**src/rtl/alu_pkg.sv**
```systemverilog
// Shared definitions for the ALU sequencer: opcode and error encodings,
// controller state type and the result bundle.
package alu_pkg;

  localparam logic [3:0] OP_NOP = 4'd0;
  localparam logic [3:0] OP_ADD = 4'd1;
  localparam logic [3:0] OP_SUB = 4'd2;
  localparam logic [3:0] OP_MUL = 4'd3;
  localparam logic [3:0] OP_DIV = 4'd4;
  localparam logic [3:0] OP_MOD = 4'd5;
  localparam logic [3:0] OP_AND = 4'd9;

  localparam logic [1:0] ERR_OK    = 2'b00;
  localparam logic [1:0] ERR_DIV0  = 2'b01;
  localparam logic [1:0] ERR_BADOP = 2'b10;
  localparam logic [1:0] ERR_CARRY = 2'b11;

  typedef enum logic [1:0] {IDLE, EXEC, DIV, RESP} ctl_state_t;

  typedef struct packed {
    logic [7:0] c;
    logic [1:0] err;
  } alu_result_t;

  function automatic logic is_div_op(input logic [3:0] op);
    return (op == OP_DIV) || (op == OP_MOD);
  endfunction

endpackage

```
**src/rtl/div_step.sv**
```systemverilog
// One iteration of a 4-bit restoring divider: shift in the next dividend bit
// and keep the trial subtraction only when it does not go negative.
module div_step (
  input  logic [3:0] rem,
  input  logic       a_bit,
  input  logic [3:0] divisor,
  output logic [3:0] rem_next,
  output logic       q_bit
);

  logic [4:0] shifted;
  logic [3:0] trial;

  assign shifted  = {rem, a_bit};
  // rem < divisor on entry, so the true difference always fits in 4 bits.
  assign trial    = shifted[3:0] - divisor;
  assign q_bit    = (shifted >= {1'b0, divisor});
  assign rem_next = q_bit ? trial : shifted[3:0];

endmodule

```
**src/rtl/alu_op_controller.sv**
```systemverilog
// Request/response sequencer for the 4-bit ALU: single-cycle ops execute in
// one cycle, DIV/MOD run four restoring steps before the response is held.
module alu_op_controller
  import alu_pkg::*;
(
  input  logic       clk,
  input  logic       rst,
  input  logic       req_valid,
  output logic       req_ready,
  input  logic [3:0] req_a,
  input  logic [3:0] req_b,
  input  logic [3:0] req_opcode,
  output logic       rsp_valid,
  input  logic       rsp_ready,
  output logic [7:0] rsp_c,
  output logic [1:0] rsp_error,
  output logic       busy,
  output logic [7:0] op_count
);

  ctl_state_t  state_reg, state_next;
  logic [3:0]  a_reg, b_reg, op_reg;
  logic [3:0]  rem_reg;
  logic [2:0]  quot_reg;  // first three quotient bits; the fourth comes from the last step
  logic [1:0]  iter_reg;
  logic [7:0]  rsp_c_reg;
  logic [1:0]  rsp_error_reg;
  logic [7:0]  op_count_reg;

  logic [4:0]  sum5, diff5;
  logic [7:0]  prod;
  alu_result_t exec_res;
  logic [3:0]  rem_new;
  logic        q_bit;
  logic [7:0]  div_c;

  div_step u_div_step (
    .rem      (rem_reg),
    .a_bit    (a_reg[2'd3 - iter_reg]),
    .divisor  (b_reg),
    .rem_next (rem_new),
    .q_bit    (q_bit)
  );

  assign div_c = (op_reg == OP_MOD) ? {4'b0, rem_new} : {4'b0, quot_reg, q_bit};

  always_comb begin
    sum5         = {1'b0, a_reg} + {1'b0, b_reg};
    diff5        = {1'b0, a_reg} - {1'b0, b_reg};
    prod         = {4'b0, a_reg} * {4'b0, b_reg};
    exec_res.c   = 8'h00;
    exec_res.err = ERR_BADOP;
    case (op_reg)
      OP_NOP: exec_res.err = ERR_OK;
      OP_ADD: begin
        exec_res.c   = {4'b0, sum5[3:0]};
        exec_res.err = sum5[4] ? ERR_CARRY : ERR_OK;
      end
      OP_SUB: begin
        exec_res.c   = {4'b0, diff5[3:0]};
        exec_res.err = diff5[4] ? ERR_CARRY : ERR_OK;
      end
      OP_MUL: begin
        exec_res.c   = prod;
        exec_res.err = ERR_OK;
      end
      OP_DIV, OP_MOD: exec_res.err = (b_reg == 4'd0) ? ERR_DIV0 : ERR_OK;
      OP_AND: begin
        exec_res.c   = {4'b0, a_reg & b_reg};
        exec_res.err = ERR_OK;
      end
      default: ;
    endcase
  end

  always_ff @(posedge clk) begin
    if (!rst) state_reg <= IDLE;
    else      state_reg <= state_next;
  end

  always_comb begin
    state_next = state_reg;
    case (state_reg)
      IDLE: if (req_valid) state_next = EXEC;
      EXEC: state_next = (is_div_op(op_reg) && b_reg != 4'd0) ? DIV : RESP;
      DIV:  if (iter_reg == 2'd3) state_next = RESP;
      RESP: if (rsp_ready) state_next = IDLE;
      default: state_next = IDLE;
    endcase
  end

  always_comb begin
    req_ready = 1'b0;
    rsp_valid = 1'b0;
    busy      = 1'b1;
    case (state_reg)
      IDLE: begin
        req_ready = rst;
        busy      = 1'b0;
      end
      RESP:    rsp_valid = 1'b1;
      default: ;
    endcase
  end

  always_ff @(posedge clk) begin
    if (!rst) begin
      a_reg         <= 4'd0;
      b_reg         <= 4'd0;
      op_reg        <= 4'd0;
      rem_reg       <= 4'd0;
      quot_reg      <= 3'd0;
      iter_reg      <= 2'd0;
      rsp_c_reg     <= 8'h00;
      rsp_error_reg <= ERR_OK;
      op_count_reg  <= 8'd0;
    end else begin
      case (state_reg)
        IDLE: if (req_valid) begin
          a_reg  <= req_a;
          b_reg  <= req_b;
          op_reg <= req_opcode;
        end
        EXEC: if (is_div_op(op_reg) && b_reg != 4'd0) begin
          rem_reg  <= 4'd0;
          quot_reg <= 3'd0;
          iter_reg <= 2'd0;
        end else begin
          rsp_c_reg     <= exec_res.c;
          rsp_error_reg <= exec_res.err;
        end
        DIV: begin
          rem_reg  <= rem_new;
          quot_reg <= {quot_reg[1:0], q_bit};
          iter_reg <= iter_reg + 2'd1;
          if (iter_reg == 2'd3) begin
            rsp_c_reg     <= div_c;
            rsp_error_reg <= ERR_OK;
          end
        end
        RESP: if (rsp_ready) op_count_reg <= op_count_reg + 8'd1;
        default: ;
      endcase
    end
  end

  assign rsp_c     = rsp_c_reg;
  assign rsp_error = rsp_error_reg;
  assign op_count  = op_count_reg;

endmodule
```
**config.mk**
```make
export PLATFORM = sky130hd
export DESIGN_NAME = alu_op_controller
export DESIGN_NICKNAME = d
export VERILOG_FILES = /design/src/rtl/alu_pkg.sv /design/src/rtl/div_step.sv /design/src/rtl/alu_op_controller.sv
export SDC_FILE = /design/constraint.sdc
export NUM_CORES = 1
export LEC_CHECK = 0
export CAP_MARGIN = 30
export CELL_PAD_IN_SITES_DETAIL_PLACEMENT = 0
export CELL_PAD_IN_SITES_GLOBAL_PLACEMENT = 1
export CORE_UTILIZATION = 45
export CTS_CLUSTER_SIZE = 14
export DETAILED_ROUTE_END_ITERATION = 12
export HOLD_SLACK_MARGIN = 0.02
export PLACE_DENSITY_LB_ADDON = 0.1
export SYNTH_ARGS = -nofsm -noshare
export SYNTH_HDL_FRONTEND = slang
export SYNTH_HIERARCHICAL = 1
export SYNTH_SLANG_ARGS = --single-unit
export TNS_END_PERCENT = 20
```
**constraint.sdc**
```tcl
create_clock -name clk -period 5.84 [get_ports clk]
set_input_delay 0.584 -clock clk [delete_from_list [all_inputs] [get_ports clk]]
set_output_delay 0.584 -clock clk [all_outputs]
set_load 0.1 [all_outputs]
```
Yosys cells after proc, flatten, opt, wreduce, memory -nomap -nowiden
Index checks and enable logic that the tools add are counted.
W data, S select, Z words.
{"block": "op_classes", "shift": 0, "addsub": 6, "div": 0, "magnitude_cmp": 2, "n_mux": 29, "multipliers": 1, "eq_ne": 15, "bitwise": 1, "n_reduce_logical": 14}
{"operator": "$pmux W8 S4", "n": 1}
{"operator": "$mux W2", "n": 8}
{"operator": "$mux W8", "n": 2}
{"operator": "$pmux W2 S4", "n": 2}
{"operator": "$pmux W8 S2", "n": 1}
{"operator": "$mux W4", "n": 3}
{"operator": "$ne A2 B2 Y1 const B", "n": 5}
{"operator": "$add A8 B1 Y8 const B", "n": 1}
{"operator": "$eq A4 B2 Y1 const B", "n": 2}
{"operator": "$eq A4 B3 Y1 const B", "n": 2}
{"operator": "$logic_not A4 Y1", "n": 2}
{"operator": "$mul A4 B4 Y8", "n": 1}
{"operator": "$pmux W2 S2", "n": 2}
{"operator": "$pmux W4 S2", "n": 1}
{"operator": "$eq A2 B2 Y1 const B", "n": 3}
{"operator": "$mux W1", "n": 6}
{"operator": "$pmux W3 S2", "n": 1}
{"operator": "$reduce_and A2 Y1", "n": 3}
{"operator": "$reduce_and A3 Y1", "n": 2}
{"operator": "$add A4 B4 Y5", "n": 1}
{"operator": "$ge A5 B4 Y1", "n": 1}
{"operator": "$sub A4 B4 Y5", "n": 1}
{"operator": "$and A4 B4 Y4", "n": 1}
{"operator": "$eq A4 B1 Y1 const B", "n": 1}
{"operator": "other kinds (15)", "n": 15}
{"block": "totals", "latch_bits": 0, "mem_count": 0, "elab_cells": 78, "in_bits": 16, "rom_bits": 0, "ramBits": 0, "regBits": 41, "output_inout_bits": 21}

Depth between registers and ports, before layout
Gate-level depths: netlist (run 1).
{"block": "depth", "depth_word": 8, "depth_mapped": 11, "mapped_depth_nobuf": 11}

Cells and area by module
The synthesis (run 1) kept the hierarchy.
{"module": "alu_op_controller", "area_per_inst_um2": 2683.8, "n_inst": 1, "cells_per_inst": 310, "seq_area_each_um2": 820.8}
{"module": "div_step", "area_per_inst_um2": 224.0, "n_inst": 1, "cells_per_inst": 28, "seq_area_each_um2": 0.0}

Least setup slack after synthesis (run 1)
Ideal clock, no wire load.
{"block": "synth_timing", "path_kind": "flip-flop to output port", "start": "reg state_reg[0]", "end": "out req_ready", "n_path_buf": 0, "path_stages_with_launch": 5, "slack_ps": 2835, "required_ps": 5256, "arrival_ps": 2421, "cell_sequence": "dfxtp_1 inv_1 ha_1 inv_1 nor2_1"}
{"block": "synth_via", "elab_chain_cells": 2}
{"element": "start, declared", "line": "alu_op_controller.sv:21", "rtl": "ctl_state_t state_reg, state_next;"}
{"element": "start signal, assigned", "line": "alu_op_controller.sv:78", "rtl": "else state_reg <= state_next;"}
{"element": "$logic_not A2 Y1", "line": "alu_op_controller.sv:96", "rtl": "case (state_reg)"}
{"element": "$mux W1", "line": "alu_op_controller.sv:96"}
{"element": "end, declared", "line": "alu_op_controller.sv:9", "rtl": "output logic req_ready,"}
No other way between the ends.

Worst setup path after layout (run 1)
{"block": "layout_timing", "start": "in rst", "end": "out req_ready"}
{"block": "layout_via", "elab_chain_cells": 1}
{"element": "start, declared", "line": "alu_op_controller.sv:7", "rtl": "input logic rst,"}
{"element": "$mux W1", "line": "alu_op_controller.sv:96"}
No other way between the ends.

==> results of run 1 <==
-- metrics by stage --
stage                     hold slack, ns  util (%)  area (um^2)  total power, W
after floorplan                    0.458         -         2910        0.000832
after global placement             0.462      54.5         3310        0.000960
after detailed placement           0.460      54.5         3310        0.000965
after CTS                          0.473      56.0         3400         0.00116
after global routing               0.504      56.0         3400         0.00124
final                              0.469      56.0         3400         0.00116
-- how the worst min path moves through the flow --
| stage | end | depth (start not counted) |
|---|---|---|
| finish | rsp_error[1]$_SDFFE_PN0P_ | 2 |
| global route | rsp_error[0]$_SDFFE_PN0P_ | 2 |
| CTS | rsp_error[1]$_SDFFE_PN0P_ | 2 |
| detailed placement | rsp_error[1]$_SDFFE_PN0P_ | 2 |
| global placement | rsp_error[1]$_SDFFE_PN0P_ | 2 |
| floorplan | quot_reg[2]$_SDFFE_PN0P_ | 2 |
-- synth_stat cells, drive strengths merged, types with 4 or more instances --
library cell / instances / share of area, %
and2: 9 / 1.9
xor2: 5 / 1.5
buf: 7 / 1.3
dfxtp: 41 / 28
nor2: 36 / 5.2
ha: 31 / 13
nand2: 35 / 4.6
nand4: 5 / 1.1
clkbuf: 7 / 0.90
mux2: 6 / 2.5
nand3: 7 / 1.2
a21o: 4 / 1.0
a22oi: 14 / 3.6
xnor2: 6 / 1.8
nor3: 6 / 1.0
fa: 7 / 4.8
o21ai: 8 / 1.6
nand2b: 4 / 0.86
mux2i: 5 / 1.7
a21oi: 29 / 5.5
inv: 27 / 3.5
a221oi: 4 / 1.2
-- power groups by stage --
stage	Clock (W)	Sequential, W	Combinational, W
after CTS	0.000202	0.000369	0.000592
after floorplan	0	0.000398	0.000434
final	0.000196	0.000369	0.000594
after global placement	0	0.000375	0.000585
after global routing	0.000214	0.000376	0.000648
after detailed placement	0	0.000375	0.000590
-- worst max-delay path: cells and delay by family --
| kind | cells | cell delay, ns |
|---|---|---|
| buffers and inverters | 3 | 1.82 |
| and+or+nand+nor | 1 | 0.09 |
-- routing by layer --
layer  wire [um]  vias up  part of all wire [%]
li1            -     1237                     -
met5           0        -                     0
met2        2880       45                    42
met3         247        7                   3.6
met1        3610     1130                    53
met4          78        0                   1.1
-- logic make-up after synthesis --
kind of cell	share of synthesized area (%)
XOR/XNOR	3.31
adder cells (fa/ha/maj)	18.2
flip-flops	28.2
AND/OR/NAND/NOR	22.1
AO/OA/AOI/OAI	17.6
buffers and inverters	5.68
multiplexers	4.95
-- cell type report --
class | instances | area [um^2] | share of cell area, %
well taps | 75 | 93.8 | 2.76
clock inverters | 3 | 21.3 | 0.626
repair buffers | 37 | 368 | 10.8
inverters | 27 | 101 | 2.98
clock buffers | 5 | 68.8 | 2.03
flip-flops and latches | 41 | 821 | 24.2
multi-input cells | 256 | 1920 | 56.6
==> out/results.txt, run 1 <==
Comb power frac: 51.2%
Die height: 82.4 um
Root Driver: clkbuf_8
Vias: 2419
Crit path largest cell delay: 1.13 ns
Post-route setup slack: 2.75 ns
I/O pins: 37
Crit path capture type: primary output
Mapped Cells: 338
P&R area growth vs syn: 16.8%
Crit-path max FO: 6
LEAKAGE: 1.38 nW
Initial DRT Pass Iterations: 6
Worst skew pair latency: 0.30 ns
Placed cell count: 436
Share of flip-flops with an asynchronous set or reset: 0%
Cell Pwr Density: 341 mW/mm^2
Setup_tns: 0 ns
CTS tree: yes
RR Endpoint: rsp_c[3]$_SDFFE_PN0P_
Drt initial violations: 139
Setup Buffers After CTS: 0
Maximum VDD drop: 0.210 mV
Met1 global-route usage: 32.3%
Most common cell after layout, fill and taps aside: dfxtp_1
Post-synth cell types: 55
WL final: 6820 um
Starting Density: 48.0%
Crit path to: req_ready
Initial antenna violation count: 0
H-tree levels: 2
Cell Chain, Critical Path: clkdlybuf4s50_1 > inv_1 > nor2_1 > clkdlybuf4s50_1
Seq/Total Area, Yosys: 28.2%
Rel. slew slack: 34.2%
Sequential share of power: 31.9%
# DRC: 0
Dpl hpwl: 5140 um
Pre-CTS WS: 2.76 ns
Rows: 28
Largest net degree at the start of global routing: 40
Yosys reg bits: 41
Vias in the first global route: 2291
Endpoints failing hold: 0
Yosys warnings: 6
Unrepaired setup endpoints after global routing: no
Clock sinks: 41
# hold bufs at CTS: 0
Post-CTS Resized: 0
Arr. time, crit path: 2.50 ns
Clock Skew: 0.00760 ns
Die width: 82.4 um
Worst path slowest cell: clkdlybuf4s50_1
Diode count: 0
Mapped Nets: 392
Power Internal: 0.000603 W
Layout fillers: 587
Run status: finished, final reports clean
CP Data Required Time: 5.26 ns
Placeable Area: 0.00606 mm^2
Max Cap Viol: 0
Commonest cells after routing, fill and taps aside: dfxtp_1, clkdlybuf4s50_1, nand2_1
First-pass GRT wire length: 11200 um
Routability cong.: 0.823
Worst-Margin Slew: 0.984 ns
Die area: 0.00679 mm^2
Switch share: 47.9%
Hold Crit Class: reg2reg
Fmax: 324 MHz
Net Switching: 0.000555 W
Port Buf Inserts: 36
GR Util All Layers: 22.1%
Critical path class: in2out
Post-DRT Antenna Nets: 0
GR Util met3: 4.18%
Area of the mapped netlist: 0.00291 mm^2
Final nets: 422
Post-synth EDFFs: 0
R2R Setup Slk: 2.77 ns
Minimum clock period: 3.09 ns
Syn Area/Cell: 8.60 um^2
Hold path start: rsp_error[1]$_SDFFE_PN0P_
Vias per inst: 5.45
Final setup viols: 0
Gr ovfl total: 0
Share of cells above drive strength 1: 8.67%
CP Launch Point: rst
Maximum buffer depth of the clock tree: 2
CTS buffer count: 5
Met2 Use GR: 33.1%
Crit start category: input pin
Clk pwr share: 16.9%
DR WL/cell: 15.4 um
Busiest grt layer: met2
Count of pins over their slew limit: 0
Fin cells: 444
Top_reg_cell synth: dfxtp_1
Clock-pin slew on the worst setup and hold paths: 0.09 ns
R2r worst-path depth: 8
Worst reg2reg path startpoint: b_reg[1]$_SDFFE_PN0P_
Critical Path Most Common Cell: clkdlybuf4s50_1
Final worst path period share: 52.9%
Note: power is estimated with default switching activity, not from simulation.
==> run 2: changes to the inputs <==
--- a/config.mk
+++ b/config.mk
@@ -8,7 +8,7 @@
 export CAP_MARGIN = 30
 export CELL_PAD_IN_SITES_DETAIL_PLACEMENT = 0
 export CELL_PAD_IN_SITES_GLOBAL_PLACEMENT = 1
-export CORE_UTILIZATION = 45
+export CORE_UTILIZATION = 38
 export CTS_CLUSTER_SIZE = 14
 export DETAILED_ROUTE_END_ITERATION = 12
 export HOLD_SLACK_MARGIN = 0.02
==> constraint.sdc (replaced) <==
create_clock -name clk -period 2.8 [get_ports clk]
set_input_delay 0.28 -clock clk [delete_from_list [all_inputs] [get_ports clk]]
set_output_delay 0.28 -clock clk [all_outputs]
set_load 0.1 [all_outputs]
==> out/results.txt, run 2 (synthesis gave the netlist of run 1 again) <==
Run status: finished, final reports clean (unchanged)
Drt initial violations: 148 (was 139)
Vias: 2427 (was 2419)
Hold path start: a_reg[1]$_SDFFE_PN0P_ (was rsp_error[1]$_SDFFE_PN0P_)
Die height: 89.5 um (was 82.4 um)
CTS buffer count: 5 (unchanged)
Clk pwr share: 18.9% (was 16.9%)
Largest net degree at the start of global routing: 24 (was 40)
R2R Setup Slk: 0.09 ns (was 2.77 ns)
CTS tree: yes (unchanged)
GR Util All Layers: 19.3% (was 22.1%)
Vias in the first global route: 2375 (was 2291)
Rows: 31 (was 28)
Hold-critical path depth: 2 (unchanged)
Post-DRT Antenna Nets: 0 (unchanged)
Crit path capture type: flip-flop (was primary output)
Clock sinks: 41 (unchanged)
Root Driver: clkbuf_8 (unchanged)
Rel. slew slack: 55.2% (was 34.2%)
Maximum VDD drop: 0.468 mV (was 0.210 mV)
Post-route setup slack: 0.0918 ns (was 2.75 ns)
Endpoints failing hold: 0 (unchanged)
R2r worst-path depth: 9 (was 8)
Cell Chain, Critical Path: buf_4 > ha_1 > ha_1 > ha_1 > ha_1 > fa_2 > a22o_1 > a221oi_2 > a2111oi_2 (was clkdlybuf4s50_1 > inv_1 > nor2_1 > clkdlybuf4s50_1)
Final nets: 435 (was 422)
WL final: 7050 um (was 6820 um)
Net Switching: 0.00115 W (was 0.000555 W)
Sequential share of power: 29.0% (was 31.9%)
Crit start category: flip-flop (was input pin)
Vias per inst: 5.05 (was 5.45)
Comb power frac: 52.1% (was 51.2%)
Starting Density: 39.7% (was 48.0%)
Worst path slowest cell: fa_2 (was clkdlybuf4s50_1)
Die width: 89.5 um (was 82.4 um)
First-pass GRT wire length: 11700 um (was 11200 um)
P&R area growth vs syn: 21.9% (was 16.8%)
Initial DRT Pass Iterations: 4 (was 6)
RR Endpoint: rsp_c[3]$_SDFFE_PN0P_ (unchanged)
Hold Crit Class: reg2reg (unchanged)
Power Internal: 0.00140 W (was 0.000603 W)
Dpl hpwl: 5530 um (was 5140 um)
Critical Path Most Common Cell: ha_1 (was clkdlybuf4s50_1)
Cell Pwr Density: 721 mW/mm^2 (was 341 mW/mm^2)
H-tree levels: 2 (unchanged)
# DRC: 0 (unchanged)
Unrepaired setup endpoints after global routing: yes (was no)
Clock-pin slew on the worst setup and hold paths: 0.08 ns (was 0.09 ns)
Worst hold slack: 0.466 ns (was 0.469 ns)
CP Data Required Time: 2.98 ns (was 5.26 ns)
Port Buf Inserts: 36 (unchanged)
LEAKAGE: 1.50 nW (was 1.38 nW)
I/O pins: 37 (unchanged)
Worst-Margin Slew: 0.671 ns (was 0.984 ns)
Diode count: 0 (unchanged)
Worst reg2reg path startpoint: a_reg[1]$_SDFFE_PN0P_ (was b_reg[1]$_SDFFE_PN0P_)
Setup_tns: 0 ns (unchanged)
Gr ovfl total: 0 (unchanged)
Final setup viols: 0 (unchanged)
Dpl cell area: 0.00340 mm^2 (was 0.00331 mm^2)
Routability cong.: 0.852 (was 0.823)
Fmax: 369 MHz
Setup Buffers After CTS: 0 (unchanged)
Crit path largest cell delay: 0.53 ns (was 1.13 ns)
Initial antenna violation count: 0 (unchanged)
Final instance area: 0.00354 mm^2 (was 0.00340 mm^2)
Commonest cells after routing, fill and taps aside: dfxtp_1, nand2_1, buf_4 (was dfxtp_1, clkdlybuf4s50_1, nand2_1)
DR WL/cell: 14.7 um (was 15.4 um)
Count of pins over their slew limit: 0 (unchanged)
Critical path class: reg2reg (was in2out)
Arr. time, crit path: 2.89 ns (was 2.50 ns)
Share of cells above drive strength 1: 19.9% (was 8.67%)
Final worst path period share: 96.7%
Placeable Area: 0.00733 mm^2 (was 0.00606 mm^2)
Most common cell after layout, fill and taps aside: dfxtp_1 (unchanged)
Clock Skew: 0.00970 ns (was 0.00760 ns)
Pre-CTS WS: 0.0203 ns (was 2.76 ns)
Maximum buffer depth of the clock tree: 2 (unchanged)
Layout fillers: 711 (was 587)
Die area: 0.00801 mm^2 (was 0.00679 mm^2)
Switch share: 45.1% (was 47.9%)
Max Cap Viol: 0 (unchanged)
Hold path endpoint: a_reg[1]$_SDFFE_PN0P_ (was rsp_error[1]$_SDFFE_PN0P_)
Crit-path max FO: 7 (was 6)
Minimum clock period: 2.71 ns
Worst skew pair latency: 0.29 ns (was 0.30 ns)
## run 2: changes by cell type in the layout (fill, tap and decap cells not counted), sizes merged
cell	previous run	this run
inv	28	27
clkbuf	5	6
clkdlybuf4s50	36	15
clkinvlp	1	0
bufinv	0	1
buf	1	35
## run 2: final cells by class
class	count	area, um^2	area share, %
multi-input cells	256	1950	55.2
flip-flops and latches	41	827	23.3
repair buffers	50	425	12.0
well taps	99	124	3.50
inverters	27	101	2.86
clock buffers	6	72.6	2.05
clock inverters	2	38.8	1.09
## run 2: power groups by stage
stage / Sequential [W] / Combinational, W / Clock (W)
3_3_place_gp: 0.000754 / 0.00133 / 0
3_5_place_dp: 0.000755 / 0.00133 / 0
6_report: 0.000741 / 0.00133 / 0.000483
5_1_grt: 0.000754 / 0.00146 / 0.000522
4_1_cts: 0.000741 / 0.00134 / 0.000500
2_1_floorplan: 0.000833 / 0.000910 / 0
## run 2: through the flow
stage | instances | power (W) | utilization, %
final | 481 | 0.00256 | 48.3
after global routing | 481 | 0.00274 | 48.3
after CTS | 481 | 0.00258 | 48.0
after floorplan | 338 | 0.00174 | -
after detailed placement | 473 | 0.00208 | 46.4
after global placement | 473 | 0.00208 | 46.4
## run 2: layer usage
metal  GRT usage, %  vias up  share of wire [%]
li1               -     1264                  -
met1           27.5     1126                 50
met2           30.4       31                 45
met3           2.77        6                3.0
met4           5.63        0                1.5
met5              0        -                  0
## run 2: how the worst max path moves through the flow
stage | endpoint | slack (ns) | depth (start not counted) | start
after floorplan | rsp_c[3]$_SDFFE_PN0P_ | 0.04 | 8 | b_reg[3]$_SDFFE_PN0P_
after global placement | rsp_c[3]$_SDFFE_PN0P_ | 0.04 | 8 | a_reg[0]$_SDFFE_PN0P_
after detailed placement | rsp_c[6]$_SDFFE_PN0P_ | 0.02 | 10 | a_reg[0]$_SDFFE_PN0P_
after CTS | rsp_c[3]$_SDFFE_PN0P_ | 0.06 | 8 | a_reg[0]$_SDFFE_PN0P_
after global routing | rsp_c[7]$_SDFFE_PN0P_ | -0.02 | 10 | a_reg[1]$_SDFFE_PN0P_
final | rsp_c[3]$_SDFFE_PN0P_ | 0.09 | 9 | a_reg[1]$_SDFFE_PN0P_
## run 2: timing repair
| item | CTS | global route |
|---|---|---|
| setup endpoints to repair | 1 | 4 |
| resized for setup | 1 | 5 |
| pin swaps | 1 | 3 |
| hold buffers | 0 | 0 |
## run 2: critical path: cells and delay by family, from the launching register on
| kind | cells | cell delay [ns] |
|---|---|---|
| flip-flops | 1 | 0.33 |
| adder cells (fa/ha/maj) | 5 | 1.59 |
| buffers and inverters | 1 | 0.16 |
| AO/OA/AOI/OAI | 3 | 0.53 |
